## src/rtl/alu_wb_queue_if.sv

```systemverilog
// rtl/alu_wb_queue_if.sv - ALU result intake and register-file write-back bundle
interface alu_wb_queue_if #(
  parameter int LEN_DATA = 64,
  parameter int DEPTH    = 4,
  parameter int REG_AW   = 5
);
  localparam int CW = $clog2(DEPTH) + 1;

  logic                en;
  logic                in_valid;
  logic [LEN_DATA-1:0] in_result;
  logic [LEN_DATA-1:0] in_ex_result;
  logic                in_cout;
  logic                in_dual;
  logic                in_setc;
  logic [REG_AW-1:0]   in_rd;
  logic [REG_AW-1:0]   in_rd_ex;
  logic                in_ready;

  logic                wr_valid;
  logic                wr_ready;
  logic [REG_AW-1:0]   wr_addr;
  logic [LEN_DATA-1:0] wr_data;

  logic                flag_we;
  logic                flag_c;
  logic                overflow;
  logic [CW-1:0]       count;

  modport slave (
    input  en, in_valid, in_result, in_ex_result, in_cout, in_dual, in_setc,
    input  in_rd, in_rd_ex, wr_ready,
    output in_ready, wr_valid, wr_addr, wr_data, flag_we, flag_c, overflow, count
  );

  modport master (
    output en, in_valid, in_result, in_ex_result, in_cout, in_dual, in_setc,
    output in_rd, in_rd_ex, wr_ready,
    input  in_ready, wr_valid, wr_addr, wr_data, flag_we, flag_c, overflow, count
  );
endinterface

```

## src/rtl/alu_wb_queue.sv

```systemverilog
// rtl/alu_wb_queue.sv - ALU result queue draining one or two register writes per entry
module alu_wb_queue #(
  parameter int LEN_DATA = 64,
  parameter int DEPTH    = 4,
  parameter int REG_AW   = 5
) (
  input  logic          clk,
  input  logic          rst_n,
  alu_wb_queue_if.slave bus
);
  localparam int PW = $clog2(DEPTH);
  localparam int CW = PW + 1;

  typedef struct packed {
    logic [LEN_DATA-1:0] result;
    logic [LEN_DATA-1:0] ex_result;
    logic                cout;
    logic                dual;
    logic                setc;
    logic [REG_AW-1:0]   rd;
    logic [REG_AW-1:0]   rd_ex;
  } entry_t;

  typedef enum logic [1:0] {IDLE, LO, HI} state_t;

  entry_t          mem_q [DEPTH];
  entry_t          head;
  state_t          state_q, state_d;
  logic [PW-1:0]   wptr_q, wptr_d, rptr_q, rptr_d;
  logic [CW-1:0]   count_q, count_d;
  logic            overflow_q, overflow_d;

  logic            in_ready;
  logic            push, pop, active, accept, zero_addr;
  logic [REG_AW-1:0] cur_addr;

  assign head     = mem_q[rptr_q];
  assign in_ready = (count_q < CW'(DEPTH));
  assign push     = bus.en & bus.in_valid & in_ready;
  assign active   = bus.en & (state_q != IDLE);
  assign cur_addr = (state_q == HI) ? head.rd_ex : head.rd;

  // Writes to register 0 are dropped but still consume their drain slot.
  assign zero_addr = (cur_addr == '0);
  assign accept    = active & (bus.wr_ready | zero_addr);
  assign pop       = accept & ((state_q == HI) | ((state_q == LO) & ~head.dual));

  always_comb begin
    wptr_d     = push ? wptr_q + 1'b1 : wptr_q;
    rptr_d     = pop  ? rptr_q + 1'b1 : rptr_q;
    count_d    = count_q + CW'(push) - CW'(pop);
    overflow_d = overflow_q | (bus.en & bus.in_valid & ~in_ready);
    state_d    = state_q;
    case (state_q)
      IDLE: if (bus.en && count_d != '0) state_d = LO;
      LO: begin
        if (accept) begin
          if (head.dual)             state_d = HI;
          else if (count_d != '0)    state_d = LO;
          else                       state_d = IDLE;
        end
      end
      HI: begin
        if (accept) state_d = (count_d != '0) ? LO : IDLE;
      end
      default: state_d = IDLE;
    endcase
  end

  always_ff @(posedge clk or negedge rst_n) begin
    if (!rst_n) begin
      state_q    <= IDLE;
      wptr_q     <= '0;
      rptr_q     <= '0;
      count_q    <= '0;
      overflow_q <= 1'b0;
    end else begin
      state_q    <= state_d;
      wptr_q     <= wptr_d;
      rptr_q     <= rptr_d;
      count_q    <= count_d;
      overflow_q <= overflow_d;
    end
  end

  // Payload storage needs no reset: the valid window is set by the pointers.
  always_ff @(posedge clk) begin
    if (push) begin
      mem_q[wptr_q] <= '{result:    bus.in_result,
                         ex_result: bus.in_ex_result,
                         cout:      bus.in_cout,
                         dual:      bus.in_dual,
                         setc:      bus.in_setc,
                         rd:        bus.in_rd,
                         rd_ex:     bus.in_rd_ex};
    end
  end

  assign bus.in_ready = in_ready;
  assign bus.wr_valid = active & ~zero_addr;
  assign bus.wr_addr  = (state_q == IDLE) ? '0 : cur_addr;
  assign bus.wr_data  = (state_q == IDLE) ? '0 :
                        (state_q == HI)   ? head.ex_result : head.result;
  assign bus.flag_we  = accept & (state_q == LO) & head.setc;
  assign bus.flag_c   = accept & (state_q == LO) & head.setc & head.cout;
  assign bus.overflow = overflow_q;
  assign bus.count    = count_q;
endmodule

```

## src/flat_wrapper.sv

```systemverilog
// flat-port wrapper written by rule: the top's interface ports become plain ports
module alu_wb_queue_flat 
#(
  parameter int LEN_DATA = 64,
  parameter int DEPTH    = 4,
  parameter int REG_AW   = 5
)
  (clk, rst_n, bus_en, bus_in_valid, bus_in_result, bus_in_ex_result, bus_in_cout, bus_in_dual, bus_in_setc, bus_in_rd, bus_in_rd_ex, bus_wr_ready, bus_in_ready, bus_wr_valid, bus_wr_addr, bus_wr_data, bus_flag_we, bus_flag_c, bus_overflow, bus_count);
  alu_wb_queue_if #(.LEN_DATA(LEN_DATA), .DEPTH(DEPTH), .REG_AW(REG_AW)) bus_i ();
  input  logic clk;
  input  logic rst_n;
  input wire logic [$bits(bus_i.en)-1:0] bus_en;
  input wire logic [$bits(bus_i.in_valid)-1:0] bus_in_valid;
  input wire logic [$bits(bus_i.in_result)-1:0] bus_in_result;
  input wire logic [$bits(bus_i.in_ex_result)-1:0] bus_in_ex_result;
  input wire logic [$bits(bus_i.in_cout)-1:0] bus_in_cout;
  input wire logic [$bits(bus_i.in_dual)-1:0] bus_in_dual;
  input wire logic [$bits(bus_i.in_setc)-1:0] bus_in_setc;
  input wire logic [$bits(bus_i.in_rd)-1:0] bus_in_rd;
  input wire logic [$bits(bus_i.in_rd_ex)-1:0] bus_in_rd_ex;
  input wire logic [$bits(bus_i.wr_ready)-1:0] bus_wr_ready;
  output wire logic [$bits(bus_i.in_ready)-1:0] bus_in_ready;
  output wire logic [$bits(bus_i.wr_valid)-1:0] bus_wr_valid;
  output wire logic [$bits(bus_i.wr_addr)-1:0] bus_wr_addr;
  output wire logic [$bits(bus_i.wr_data)-1:0] bus_wr_data;
  output wire logic [$bits(bus_i.flag_we)-1:0] bus_flag_we;
  output wire logic [$bits(bus_i.flag_c)-1:0] bus_flag_c;
  output wire logic [$bits(bus_i.overflow)-1:0] bus_overflow;
  output wire logic [$bits(bus_i.count)-1:0] bus_count;
  assign bus_i.en = bus_en;
  assign bus_i.in_valid = bus_in_valid;
  assign bus_i.in_result = bus_in_result;
  assign bus_i.in_ex_result = bus_in_ex_result;
  assign bus_i.in_cout = bus_in_cout;
  assign bus_i.in_dual = bus_in_dual;
  assign bus_i.in_setc = bus_in_setc;
  assign bus_i.in_rd = bus_in_rd;
  assign bus_i.in_rd_ex = bus_in_rd_ex;
  assign bus_i.wr_ready = bus_wr_ready;
  assign bus_in_ready = bus_i.in_ready;
  assign bus_wr_valid = bus_i.wr_valid;
  assign bus_wr_addr = bus_i.wr_addr;
  assign bus_wr_data = bus_i.wr_data;
  assign bus_flag_we = bus_i.flag_we;
  assign bus_flag_c = bus_i.flag_c;
  assign bus_overflow = bus_i.overflow;
  assign bus_count = bus_i.count;
  alu_wb_queue #(.LEN_DATA(LEN_DATA), .DEPTH(DEPTH), .REG_AW(REG_AW)) u_core (.clk(clk), .rst_n(rst_n), .bus(bus_i));
endmodule
```

## config.mk

```make
export PLATFORM = sky130hd
export DESIGN_NAME = alu_wb_queue_flat
export DESIGN_NICKNAME = d
export VERILOG_FILES = /design/src/rtl/alu_wb_queue_if.sv /design/src/rtl/alu_wb_queue.sv /design/src/flat_wrapper.sv
export SDC_FILE = /design/constraint.sdc
export NUM_CORES = 1
export LEC_CHECK = 0
export ABC_AREA = 1
export CAP_MARGIN = 40
export CORE_ASPECT_RATIO = 1.2
export CORE_MARGIN = 3
export CORE_UTILIZATION = 45
export DETAILED_ROUTE_END_ITERATION = 10
export PLACE_DENSITY_LB_ADDON = 0.1
export SYNTH_ARGS = -nofsm -noshare
export SYNTH_HDL_FRONTEND = slang
export SYNTH_SLANG_ARGS = --single-unit
```

## constraint.sdc

```tcl
create_clock -name clk -period 10 [get_ports clk]
set_input_delay 2.5 -clock clk [delete_from_list [all_inputs] [get_ports clk]]
set_output_delay 2.5 -clock clk [all_outputs]
set_load 0.1 [all_outputs]
```

### Word-level counts from Yosys, hierarchy flattened

Memories as Yosys holds them, arrays and structs flattened.
Index checks and enable logic that the tools add are counted.
Widths: inputs -> output; s select.

| word-level totals | value |
|---|---|
| output and inout bits | 77 |
| memories kept | 1 |
| bits in latches | 0 |
| RAM bits | 564 |
| flip-flop bits (word level) | 10 |
| memory bits (read-only) | 0 |
| bits of input ports | 146 |
| logic and storage cells | 51 |

| cells by class | value |
|---|---|
| eq/ne operators | 5 |
| shift operators | 0 |
| muxes and demuxes | 12 |
| multipliers | 0 |
| div/mod/pow operators | 0 |
| reduce and logical (&&, ||, !) cells | 6 |
| $lt $le $gt $ge | 1 |
| bitwise operators | 17 |
| add/sub/neg operators | 4 |

Memory list:

| memory | depth | width | rd ports | clocked after Yosys merged registers in | write ports | line | text |
|---|---|---|---|---|---|---|---|
| u_core.mem_q | 4 | 141 | 1 | 0 | 1 | alu_wb_queue.sv:26 | `entry_t mem_q [DEPTH];` |

Operator list:

| operator | number |
|---|---|
| $mux 64 | 2 |
| $and 1x1->1 | 11 |
| $mux 5 | 2 |
| $mux 2 | 4 |
| $ne 2x1->1 const B | 3 |
| $pmux 2 s3 | 1 |
| $logic_not 5->1 | 1 |
| $add 2x1->2 const B | 2 |
| $add 3x1->3 | 1 |
| $lt 3x3->1 const B | 1 |
| $mux 1 | 3 |
| $not 1->1 | 3 |
| $or 1x1->1 | 3 |
| $reduce_and 3->1 | 1 |
| $reduce_bool 3->1 | 1 |
| $sub 3x1->3 | 1 |
| $eq 2x1->1 const B | 1 |
| $eq 2x2->1 const B | 1 |
| $logic_not 2->1 | 1 |
| $reduce_bool 2->1 | 1 |
| $logic_and 1x1->1 | 1 |

### Depth between registers and ports, before layout

| depth | value |
|---|---|
| depth after elaboration | 12 |
| gate-level depth with buffers | 21 |
| mapped depth without buffers | 20 |

### Worst setup path before layout

OpenSTA, ideal clock, no wires.

| timing path | value |
|---|---|
| kind | input -> register |
| start point | input bus_en |
| end point | memory u_core.mem_q[0][0] (netlist bit), enable pin |
| slack | 0.581 ns |
| setup time | 0.643 ns |
| data arrival time | 8.775 ns |
| path buffers | 0 |
| stages on the path | 4 |
| cells stage by stage | nand2_1 nor2_1 inv_1 nor2_1 |

| between the ends | value |
|---|---|
| cells in the longest elaborated chain, start to end | 4 |

RTL lines:

| element | line | text |
|---|---|---|
| start, declared | flat_wrapper.sv:12 | `input wire logic [$bits(bus_i.en)-1:0] bus_en;` |
| $and 1x1->1 (2 in series) | alu_wb_queue.sv:39 | `assign push = bus.en & bus.in_valid & in_ready;` |
| via u_core.push | alu_wb_queue.sv:34 | `logic push, pop, active, accept, zero_addr;` |
| $mux 1 | alu_wb_queue.sv:88 | `if (push) begin` |
| $mux 1 (implied by the code) | alu_wb_queue.sv:89 | `mem_q[wptr_q] <= '{result: bus.in_result,` |
| end, declared | alu_wb_queue.sv:26 |  |

The timed path passes the listed nets, and every way through them passes these cells.

### Worst setup path in the final report

| timing path | value |
|---|---|
| start point | register u_core.state_q[0] |
| end point | output bus_flag_c |

| between the ends | value |
|---|---|
| cells in the longest elaborated chain, start to end | 8 |
| elaborated cells on any way between the ends | 11 |
| those cells by class | eq/ne (2); mux (1); bitwise (6); reduce/logical (2) |

RTL lines:

| element | line | text |
|---|---|---|
| start, declared | alu_wb_queue.sv:28 | `state_t state_q, state_d;` |
| start signal, assigned | alu_wb_queue.sv:78 | `state_q <= state_d;` |
| $eq 2x2->1 | alu_wb_queue.sv:41 | `assign cur_addr = (state_q == HI) ? head.rd_ex : head.rd;` |
| $mux 5 | alu_wb_queue.sv:41 |  |
| $logic_not 5->1 | alu_wb_queue.sv:44 | `assign zero_addr = (cur_addr == '0);` |
| $or 1x1->1 | alu_wb_queue.sv:45 | `assign accept = active & (bus.wr_ready \| zero_addr);` |
| $and 1x1->1 | alu_wb_queue.sv:45 |  |
| $and 1x1->1 * (3 in series) | alu_wb_queue.sv:105 | `assign bus.flag_c = accept & (state_q == LO) & head.setc & head.cout;` |
| end, declared | flat_wrapper.sv:27 | `output wire logic [$bits(bus_i.flag_c)-1:0] bus_flag_c;` |

Mark *: on every way between the ends. The rest lies on a longest branch, timed or not.

==> flow_summary.yaml <==
logic_synthesis:
  synth_edf_count: 564
  ys_warn_count: 0
  syn_inst: 1610
  synth_area_mm2: 0.0222
  yosysSeqAreaShare_pct: 77.2
  synth_cell_type_count: 30
  ys_async_sr_fraction_pct: 1.74
  synth_nets: 1763
  synth_seq_cells: 574
  synth.avg_cell_area_um2: 13.8
  synthFlopType: "edfxtp_1"
run_status:
  status: "finished clean"
cells_and_area:
  drive_above_1_share_pct: 10.1
  regArea_mm2: 0.0172
  finalInstanceArea_mm2: 0.0285
  fillers: 3810
  syn2layout_area_growth_pct: 28.1
  multiInputGateArea_mm2: 0.00442
  fin_nets: 2033
drt:
  route.detailed.wl_per_inst_um: 21.0
  first_pass_iters: 5
  drtAntennaViolNets: 0
  drc_errors: 0
  viasPerCell: 5.43
  via_count: 13900
  totalWireLength_um: 53900
  drtIter0Drc: 781
setup_path:
  path_max_fanout: 48
  startpoint_type: "flop"
  cp.arrival_ns: 4.80
  crit_path_end_kind: "primary output"
  crit_type: "reg2out"
  required_ns: 7.50
pwr:
  cellPowerDensity_mw_per_mm2: 343
  p_leak_nw: 9.72
  switchingPower_w: 0.00404
  clkPwrFrac_pct: 21.0
  vdd_drop_max_uv: 360
  power_w: 0.00976
  seqPwrFrac_pct: 29.8
  switching_share_pct: 41.4
  internal_power_w: 0.00573
  p_comb_share_pct: 49.2
floorplanning:
  die_area_mm2: 0.0522
  coreArea_mm2: 0.0484
  rows: 88
  ios: 223
  die_w_um: 209
  start_util_pct: 45.9
  dieHeight_um: 250
global_routing:
  antenna_found_initial: 11
  grt_pass1_wl_um: 82600
  grt_overflow: 0
  grt_util_all_layers_pct: 20.4
  grt_pass1_vias: 13900
  grt_max_degree: 207
timing:
  setup_tns_ns: 0
  rsz0062_at_grt: "no"
  skew_ns: 0.0184
  hold_viol_final: 0
  fmax_mhz: 137
  setup_viol: 0
  tightest_slew_ns: 1.10
  period_share_pct: 73.0
  min_period_ns: 7.30
  drv_slew: 0
  max_slew_margin_pct: 26.7
clock_tree:
  cts_tree: "yes"
  clockRootBuffer: "clkbuf_16"
  postCtsSetupBuffers: 0
  cts-buffers-inserted: 56
  cts_resized: 0
  clk_pin_slew_worst_paths_ns: 0.07
  h-tree-depth: 2
  cts_sinks: 574
  clk_latency_ns: 0.59
  hold_buffers: 0
  clockBufferDepth: 3
place:
  hpwl_um: 28600
  gp_congestion: 0.729
  portBuffers: 222
  dpl_cell_area_mm2: 0.0267
hold_path:
  min_path_type: "reg2reg"
job:
  maxCapViolCount: 0
[logic make-up (layout without fill, tap and decap cells)]
kind of cell / Yosys count / after routing / synth area share [%]
fa+ha+maj: 7 / 7 / 0.427
simple gates: 397 / 397 / 6.97
compound gates: 464 / 464 / 12.2
buf+inv: 164 / 480 / 3.04
other cells: 0 / 7 / 0
xor+xnor: 4 / 4 / 0.157
flops: 574 / 574 / 77.2
[final timing paths]
check | from | endpoint | slack, ns | cells past startpoint
worst max-delay path | u_core.state_q[0] | bus_flag_c | 2.70 | 14
worst min-delay path | u_core.bus.overflow | u_core.bus.overflow | 0.51 | 1
worst max register to register | u_core.state_q[0] | u_core.state_q[0] | 4.68 | 22
worst min register to register | u_core.bus.overflow | u_core.bus.overflow | 0.51 | 1
max in group asynchronous | rst_n | u_core.rptr_q[1] | 7.34 | 1
min in group asynchronous | rst_n | u_core.rptr_q[0] | 2.25 | 1
[power groups by stage]
stage	registers [W]	clock network, W	logic (W)
5_1_grt	0.00292	0.00220	0.00507
2_1_floorplan	0.00300	0	0.00283
6_report	0.00291	0.00205	0.00481
4_1_cts	0.00291	0.00211	0.00486
3_5_place_dp	0.00296	0	0.00483
3_3_place_gp	0.00300	0	0.00380
[cells in the final DEF, fill, tap and decap left out, types with 34 or more instances in the layout]
master / Yosys / final
clkdlybuf4s50_1: 0 / 222
o22ai_1: 119 / 119
edfxtp_1: 564 / 564
a22o_1: 54 / 54
inv_1: 55 / 52
nor2_1: 298 / 294
o21ai_0: 275 / 275
clkbuf_16: 0 / 57
buf_8: 0 / 50
buf_16: 0 / 34
nand2_1: 63 / 63
[routing by layer]
layer / vias up / part of all wire (%) / GRT usage, %
met5: - / 0.11 / 1.12
met4: 10 / 1.8 / 5.32
met3: 72 / 5.8 / 4.38
met2: 339 / 49 / 34.4
met1: 6940 / 43 / 26.9
li1: 6546 / - / -
[worst max-delay path: stages (launching register included)]
cell             delay [ns]
dfrtp_2                0.40
buf_4                  0.20
buf_16                 0.22
inv_1                  0.12
nand2_2                0.34
inv_2                  0.65
buf_4                  0.62
nand3_1                0.14
nand2_1                0.11
nand3_1                0.12
o21bai_2               0.18
nand2_2                0.11
nor3b_2                0.19
clkdlybuf4s50_1        0.54
buf_8                  0.20
[synthesized netlist by cell type (all sizes together) (6+ instances only)]
cell type	count	area [µm²]
nor2	298	1120
clkbuf	80	300
nand2	65	249
inv	56	210
dfrtp	10	250
ha	6	75.1
o21ai	276	1380
a31oi	10	62.6
a22o	54	473
buf	28	165
edfxtp	564	16900
nand3	31	155
o22ai	119	744
[area by class of cell]
type / instances / share of cell area (%)
Sequential cell: 574 / 60.3
Clock inverter: 40 / 1.20
Multi-Input combinational cell: 872 / 15.5
Clock buffer: 64 / 5.10
Antenna cell: 7 / 0.0615
Inverter: 56 / 0.773
Tap cell: 630 / 2.77
Timing Repair Buffer: 320 / 14.3
[flip-flops by register name, summed over array words and instances (netlist names)]
name                 count
u_core.mem_q           564
u_core.rptr_q            2
u_core.wptr_q            2
u_core.bus.overflow      1
u_core.state_q           2
u_core.bus.count         3
[metrics by stage]
step | util [%] | hold slack (ns) | std cells | worst slack, ns
global route | 58.8 | 0.563 | 2560 | 2.38
finish | 58.8 | 0.507 | 2563 | 2.70
global placement | 51.6 | 0.458 | 2368 | 2.81
CTS | 58.8 | 0.522 | 2556 | 2.53
detailed placement | 55.1 | 0.506 | 2452 | 3.13
floorplan | - | 0.494 | 1610 | 0.581
No activity file was read; power rests on OpenSTA's default activity.
